### src/rtl/serial_add_sub_ctrl_pkg.sv
// Shared definitions for the bit-serial add/subtract controller:
// FSM state encoding and the supported operand-width range.
package serial_add_sub_ctrl_pkg;

   localparam int WIDTH_MIN = 2;
   localparam int WIDTH_MAX = 32;

   typedef enum logic [1:0] {
      ST_IDLE = 2'd0,
      ST_RUN  = 2'd1,
      ST_DONE = 2'd2
   } state_t;

endpackage

### src/rtl/serial_fa_bit.sv
// Single combinational full-adder cell, shared across all bit positions
// by the serial controller.
module serial_fa_bit (
   output logic S,
   output logic Cout,
   input  logic A,
   input  logic B,
   input  logic Cin
);

   assign S    = A ^ B ^ Cin;
   assign Cout = (A & B) | (Cin & (A ^ B));

endmodule

### src/rtl/serial_add_sub_ctrl.sv
// Bit-serial N-bit adder/subtractor: streams operands LSB first through one
// full-adder cell, WIDTH cycles per operation, with a start/done handshake.
module serial_add_sub_ctrl
   import serial_add_sub_ctrl_pkg::*;
#(
   parameter int WIDTH = 8
) (
   input  logic             clk,
   input  logic             rst_n,
   input  logic             start,
   input  logic             sub,
   input  logic [WIDTH-1:0] a,
   input  logic [WIDTH-1:0] b,
   output logic             busy,
   output logic             done,
   output logic [WIDTH-1:0] result,
   output logic             cout,
   output logic             overflow
);

   localparam int CNT_W = $clog2(WIDTH);
   localparam logic [CNT_W-1:0] CNT_LAST = CNT_W'(WIDTH - 1);
   localparam logic [CNT_W-1:0] CNT_PRE  = CNT_W'(WIDTH - 2);

   if (WIDTH < WIDTH_MIN || WIDTH > WIDTH_MAX) begin : g_bad_width
      $error("serial_add_sub_ctrl: WIDTH out of supported range");
   end

   state_t             state_reg;
   state_t             state_next;
   logic [CNT_W-1:0]   cnt_reg;
   logic [WIDTH-1:0]   opa_reg;
   logic [WIDTH-1:0]   opb_reg;
   logic [WIDTH-1:0]   acc_reg;
   logic [WIDTH-1:0]   acc_next;
   logic               carry_reg;
   logic               cmsb_reg;
   logic [WIDTH-1:0]   result_reg;
   logic               cout_reg;
   logic               ovf_reg;
   logic               fa_s;
   logic               fa_cout;
   logic               accept;
   logic               last_bit;

   serial_fa_bit u_fa (
      .S    (fa_s),
      .Cout (fa_cout),
      .A    (opa_reg[0]),
      .B    (opb_reg[0]),
      .Cin  (carry_reg)
   );

   // A new request is only taken when no operation is in flight.
   assign accept   = start && (state_reg == ST_IDLE || state_reg == ST_DONE);
   assign last_bit = (cnt_reg == CNT_LAST);
   assign acc_next = {fa_s, acc_reg[WIDTH-1:1]};

   always_ff @(posedge clk or negedge rst_n) begin
      if (!rst_n) begin
         state_reg <= ST_IDLE;
      end else begin
         state_reg <= state_next;
      end
   end

   always_comb begin
      state_next = state_reg;
      case (state_reg)
         ST_IDLE: if (start) state_next = ST_RUN;
         ST_RUN:  if (last_bit) state_next = ST_DONE;
         ST_DONE: state_next = start ? ST_RUN : ST_IDLE;
         default: state_next = ST_IDLE;
      endcase
   end

   always_comb begin
      busy = 1'b0;
      done = 1'b0;
      case (state_reg)
         ST_RUN:  busy = 1'b1;
         ST_DONE: done = 1'b1;
         default: ;
      endcase
   end

   // Subtraction is a + ~b + 1: the +1 enters as the initial carry.
   always_ff @(posedge clk or negedge rst_n) begin
      if (!rst_n) begin
         cnt_reg    <= '0;
         opa_reg    <= '0;
         opb_reg    <= '0;
         acc_reg    <= '0;
         carry_reg  <= 1'b0;
         cmsb_reg   <= 1'b0;
         result_reg <= '0;
         cout_reg   <= 1'b0;
         ovf_reg    <= 1'b0;
      end else if (accept) begin
         opa_reg   <= a;
         opb_reg   <= sub ? ~b : b;
         carry_reg <= sub;
         cnt_reg   <= '0;
      end else if (state_reg == ST_RUN) begin
         carry_reg <= fa_cout;
         opa_reg   <= opa_reg >> 1;
         opb_reg   <= opb_reg >> 1;
         acc_reg   <= acc_next;
         cnt_reg   <= cnt_reg + 1'b1;
         // Carry produced by bit WIDTH-2 is the carry into the MSB.
         if (cnt_reg == CNT_PRE) begin
            cmsb_reg <= fa_cout;
         end
         if (last_bit) begin
            result_reg <= acc_next;
            cout_reg   <= fa_cout;
            ovf_reg    <= cmsb_reg ^ fa_cout;
         end
      end
   end

   assign result   = result_reg;
   assign cout     = cout_reg;
   assign overflow = ovf_reg;

endmodule

### config.mk
export PLATFORM = sky130hd
export DESIGN_NAME = serial_add_sub_ctrl
export DESIGN_NICKNAME = d
export VERILOG_FILES = /design/src/rtl/serial_add_sub_ctrl_pkg.sv /design/src/rtl/serial_fa_bit.sv /design/src/rtl/serial_add_sub_ctrl.sv
export SDC_FILE = /design/constraint.sdc
export NUM_CORES = 1
export LEC_CHECK = 0
export CAP_MARGIN = 20
export CORE_MARGIN = 3
export CORE_UTILIZATION = 51
export DETAILED_ROUTE_END_ITERATION = 8
export PLACE_DENSITY = 0.81
export SLEW_MARGIN = 20
export SYNTH_ARGS = -nofsm -noshare
export SYNTH_HDL_FRONTEND = slang
export SYNTH_SLANG_ARGS = --single-unit
### constraint.sdc
create_clock -name clk -period 1.8 [get_ports clk]
set_input_delay 0.45 -clock clk [delete_from_list [all_inputs] [get_ports clk]]
set_output_delay 0.45 -clock clk [all_outputs]
set_load 0.01 [all_outputs]
After elaboration in Yosys (flattened, before gate mapping)
Index checks and enable logic that the tools add are counted.

storage, ports and cells
  bits in registers = 41
  latch bits = 0
  bits in writable memories = 0
  ROM bits = 0
  input bits = 20
  output and inout bits = 12
  logic and storage cells = 48
  memories kept = 0

operators by class
  add/subtract/negate cells = 1
  $mul = 0
  div/mod/pow operators = 0
  magnitude comparators = 0
  eq/ne operators = 6
  shift operators = 0
  muxes and demuxes = 15
  bitwise logic cells = 8
  reduce and logical (&&, ||, !) cells = 8

operators by type and width
  kind                                           number
  2-to-1 mux 8 bit                               5
  inverter 8 bit                                 1
  == test 3 bit, second input constant           2
  2-to-1 mux 3 bit                               2
  case mux 2 bit (3 select lines)                1
  AND reduction 3 bit                            2
  2-to-1 mux 1 bit                               5
  2-to-1 mux 2 bit                               2
  inequality test 2 bit, second input constant   2
  AND reduction 2 bit                            2
  adder 3 x 1 -> 3 bit, second input constant    1
  bitwise XOR 1 bit                              3
  bitwise AND 1 bit                              2
  == test 2 x 1 -> 1 bit, second input constant  1
  == test 2 bit, second input constant           1
  logical NOT 2 bit                              1
  nonzero test 2 bit                             1
  logical AND 1 bit                              1
  logical OR 1 bit                               1
  inverter 1 bit                                 1
  bitwise OR 1 bit                               1

Longest topological paths before layout
Gate-level depths: netlist of the first run.

  depth in word-level cells = 5
  gate-level depth with buffers = 6
  depth with buffers taken out = 5

Cells and area by module
Synthesis of the first run repeated with hierarchy kept, for this count alone.

second synthesis, totals
  cells, all modules = 156
  area, all modules = 1721.7 um^2

modules (own cells, without submodules)
  module               times used  cells each  area an instance (um^2)  seq. area each (um^2)
  serial_add_sub_ctrl  1           155         1701.6                   1001.0
  serial_fa_bit        1           1           20.0                     0.0

Worst setup path before layout of the first run
Ideal clock, no wire load.

  path type = register -> register
  start point = reg cnt_reg[0]
  end point = reg cout_reg, in the netlist cout
  arrival = 1421 ps
  data required time = 1675 ps
  slack = 255 ps
  cell stages (with the launch flop) = 6
  path buffers = 1
  period minus slack after synthesis = 1545 ps
  path through = dfrtp_1 ha_1 ha_1 nand3b_1 buf_2 mux2_2

between the ends
  longest elaborated chain between the ends = 2

RTL lines
  what                                  line                        source
  from (decl)                           serial_add_sub_ctrl.sv:31   logic [CNT_W-1:0] cnt_reg;
  from (signal assigned)                serial_add_sub_ctrl.sv:109  cnt_reg <= cnt_reg + 1'b1;
  == test 3 bit                         serial_add_sub_ctrl.sv:56   assign last_bit = (cnt_reg == CNT_LAST);
  AND reduction 3 bit (no source line)  n/a
  to (signal assigned)                  serial_add_sub_ctrl.sv:116  cout_reg <= fa_cout;
  to (decl)                             serial_add_sub_ctrl.sv:39   logic cout_reg;

No other way between the ends.
A chain may end at the register's enable or synchronous reset.

Worst setup path in the final report of the first run
  start point = reg cout_reg, in the netlist cout
  end point = out cout

RTL lines
  what       line                       source
  to (decl)  serial_add_sub_ctrl.sv:17  output logic cout,

No word-level cell between the ends.

==> results of run 1 <==
==> cells in the mapped netlist <==
cell       number  area share (%)
dfrtp_1        40              58
nand2_1        33             7.2
nor2_1         14             3.0
mux2_2         10             6.5
xnor2_1         8             4.1
a221o_1         7             4.1
buf_2           7             2.0
a31oi_1         4             1.4
ha_1            3             2.2
nand3_1         3            0.87
nor3_1          3            0.87
o21ai_0         3            0.87
o22ai_1         3             1.1
a22o_1          2             1.0
buf_4           2            0.87
inv_1           2            0.43
nand2b_1        2            0.72
nor2b_1         2            0.72
a21oi_1         1            0.29
a22oi_1         1            0.43
fa_1            1             1.2
inv_2           1            0.22
nand3b_1        1            0.43
nor2_4          1            0.65
o2bb2ai_1       1            0.51
xor2_1          1            0.51
==> power groups by stage <==
stage | clock network [uW] | logic, uW | registers, uW
global route | 516 | 1720 | 1630
detailed placement | 0 | 1510 | 1600
CTS | 483 | 1530 | 1580
floorplan | 0 | 956 | 1570
global placement | 0 | 1450 | 1570
finish | 470 | 1530 | 1580
==> cells by family after synthesis <==
group / Yosys count
AO/OA/AOI/OAI: 22
buffers and inverters: 12
AND/OR/NAND/NOR: 59
adder cells (fa/ha/maj): 4
multiplexers: 10
flip-flops: 40
XOR/XNOR: 9
==> metrics by stage <==
stage               instance area, um^2  util, %
finish                             2180     69.0
global placement                   2100     66.7
floorplan                          1730        -
detailed placement                 2100     66.7
CTS                                2170     68.8
global route                       2180     69.0
==> worst paths after layout <==
check,end,slack [ps],from,cells past startpoint
min,acc_reg[7]$_DFFE_PN0P_,140,rst_n,2
min reg2reg,acc_reg[1]$_DFFE_PN0P_,500,acc_reg[1]$_DFFE_PN0P_,2
max reg2reg,result[4]$_DFFE_PN0P_,150,cnt_reg[0]$_DFFE_PN0P_,5
max,cout,80,cout$_DFFE_PN0P_,1
max in group asynchronous,result[1]$_DFFE_PN0P_,1320,rst_n,2
min in group clk,acc_reg[1]$_DFFE_PN0P_,500,acc_reg[1]$_DFFE_PN0P_,2
==> final cells by class <==
| cell class | count | area, um^2 |
|---|---|---|
| multi-input cells | 104 | 674 |
| flip-flops and latches | 40 | 1000 |
| repair buffers | 39 | 375 |
| fillers | 266 | 977 |
| well taps | 44 | 55.1 |
| clock buffers | 8 | 58.8 |
| inverters | 3 | 11.3 |
==> per-layer routing <==
layer	vias to the layer above	track usage, %	routed length (um)
li1	604	-	-
met1	584	22.0	1460
met2	44	31.1	1610
met3	8	4.39	202
met4	0	7.92	66
met5	-	0	0
==> timing repair <==
item / CTS / global route
hold endpoints to repair: 0 / 0
buffers inserted: 1 / 0
gates resized for setup: 2 / 1
cloned: 0 / 0
endpoints found under the setup margin: 2 / 1
==> results.json, run 1 <==
{
  "period_share_pct": 95.3,
  "drtAntennaViolNets": 0,
  "diodes": 0,
  "synth_seq_area_share_pct": 57.9,
  "layout_commonest_cell": "dfrtp_1",
  "path_buf_inv": 1,
  "final-setup-viol-count": 0,
  "p_switching_uw": 1280,
  "maxSlewViolCount": 0,
  "antenna_found_initial": 0,
  "hold_buffers": 0,
  "dp_slack_ps": 25.3,
  "grt_pass1_wl_mm": 5.75,
  "final_nets": 217,
  "drive_gt1_share_pct": 14.4,
  "p_int_uw": 2290,
  "setup_ws_ps": 84.8,
  "numCtsBuffers": 5,
  "cts_max_path_buffers": 2,
  "fin_cells": 238,
  "synthesis.nets": 180,
  "clkTransAtPathRegs_ps": 110,
  "yosys.area_share.simple_pct": 14.5,
  "firstDrtPassIters": 4,
  "dpl.cell_count": 229,
  "comb_power_share_pct": 42.7,
  "die_y_um": 64.2,
  "h-tree-depth": 2,
  "critPathLaunchType": "flop",
  "critPathKind": "flop to output port",
  "fp.dieArea_mm2": 0.00413,
  "mostFrequentLayoutCells": "40 x dfrtp_1, 33 x nand2_1, 28 x clkdlybuf4s50_1, 14 x nor2_1, 10 x mux2_2",
  "rsz0062_at_grt": "no",
  "hpwl_mm": 2.35,
  "viasPerCell": 5.21,
  "setup_tns_ps": 0,
  "ys_ff_latch": 40,
  "p_leak_uw": 0.000993,
  "hp-class": "input pin to asynchronous set/reset pin",
  "syn_avg_cell_area_um2": 11.1,
  "p_seq_share_pct": 44.1,
  "synth_top_family_by_area": "simple AND/OR/NAND/NOR gates",
  "cpPeakStageDelay_ps": 540,
  "switching_share_pct": 35.9,
  "path_delay_family": "buffers and inverters",
  "hold_viol": 0,
  "hold_slack_ps": 136,
  "vias": 1240,
  "synthAdderAreaFrac_pct": 3.33,
  "port_buffers": 31,
  "ios": 32,
  "cp.arrival_ps": 1270,
  "max_slew_margin_pct": 66.9,
  "cp_max_fo": 2,
  "synth-xor-area-share_pct": 4.56,
  "peakVddDrop_mv": 0.791,
  "max_cap_viol_count": 0,
  "skew_ps": 3.34,
  "synth_cell_type_count": 26,
  "crit_required_ps": 1350,
  "synth-compound-area-share_pct": 9.70,
  "rows": 20,
  "syn_to_final_growth_pct": 25.8,
  "grt_usage_pct": 18.3,
  "die_x_um": 64.2,
  "power_frac_clock_pct": 13.2,
  "synthMuxAreaShare_pct": 6.51,
  "path_cells": "clkdlybuf4s50_1",
  "worstMarginPinSlew_ps": 497,
  "syn-instance-count": 156,
  "cts_tree": "yes",
  "max_freq_ghz": 0.583,
  "clkSinkCount": 40,
  "netlist_area_mm2": 0.00173,
  "cpMaxStageDelayCell": "clkdlybuf4s50_1",
  "powerDensity_mw_per_mm2": 1640,
  "yosysWarnings": 0,
  "wire_per_inst_um": 14.1,
  "insertion_delay_ps": 340,
  "outcome": "completed",
  "start_util_pct": 54.8,
  "initialDrtViolationCount": 76,
  "clock-root-buffer": "clkbuf_4",
  "gp_congestion": 0.755,
  "fin_crit_ps": 1720,
  "critPathCaptureType": "output port",
  "overflow": 0,
  "design.core.area_mm2": 0.00315,
  "drc": 0,
  "grt_pass1_vias": 1231,
  "totalWireLength_mm": 3.35,
  "grt_max_degree": 41,
  "power.total_uw": 3570
}
Power figures use the tool's default switching activity.
==> run 2, diff against run 1 <==
CTS_CLUSTER_DIAMETER = 50   (was default)
==> results of run 2 <==
Same layout as run 1: the final DEF is identical, and so are final timing and power.
==> run 3, diff against run 2 <==
ABC_CLOCK_PERIOD_IN_PS = 1800   (was default)
CTS_CLUSTER_SIZE = 28   (was default)
==> results of run 3 <==
Same layout as run 1: the final DEF is identical, and so are final timing and power.
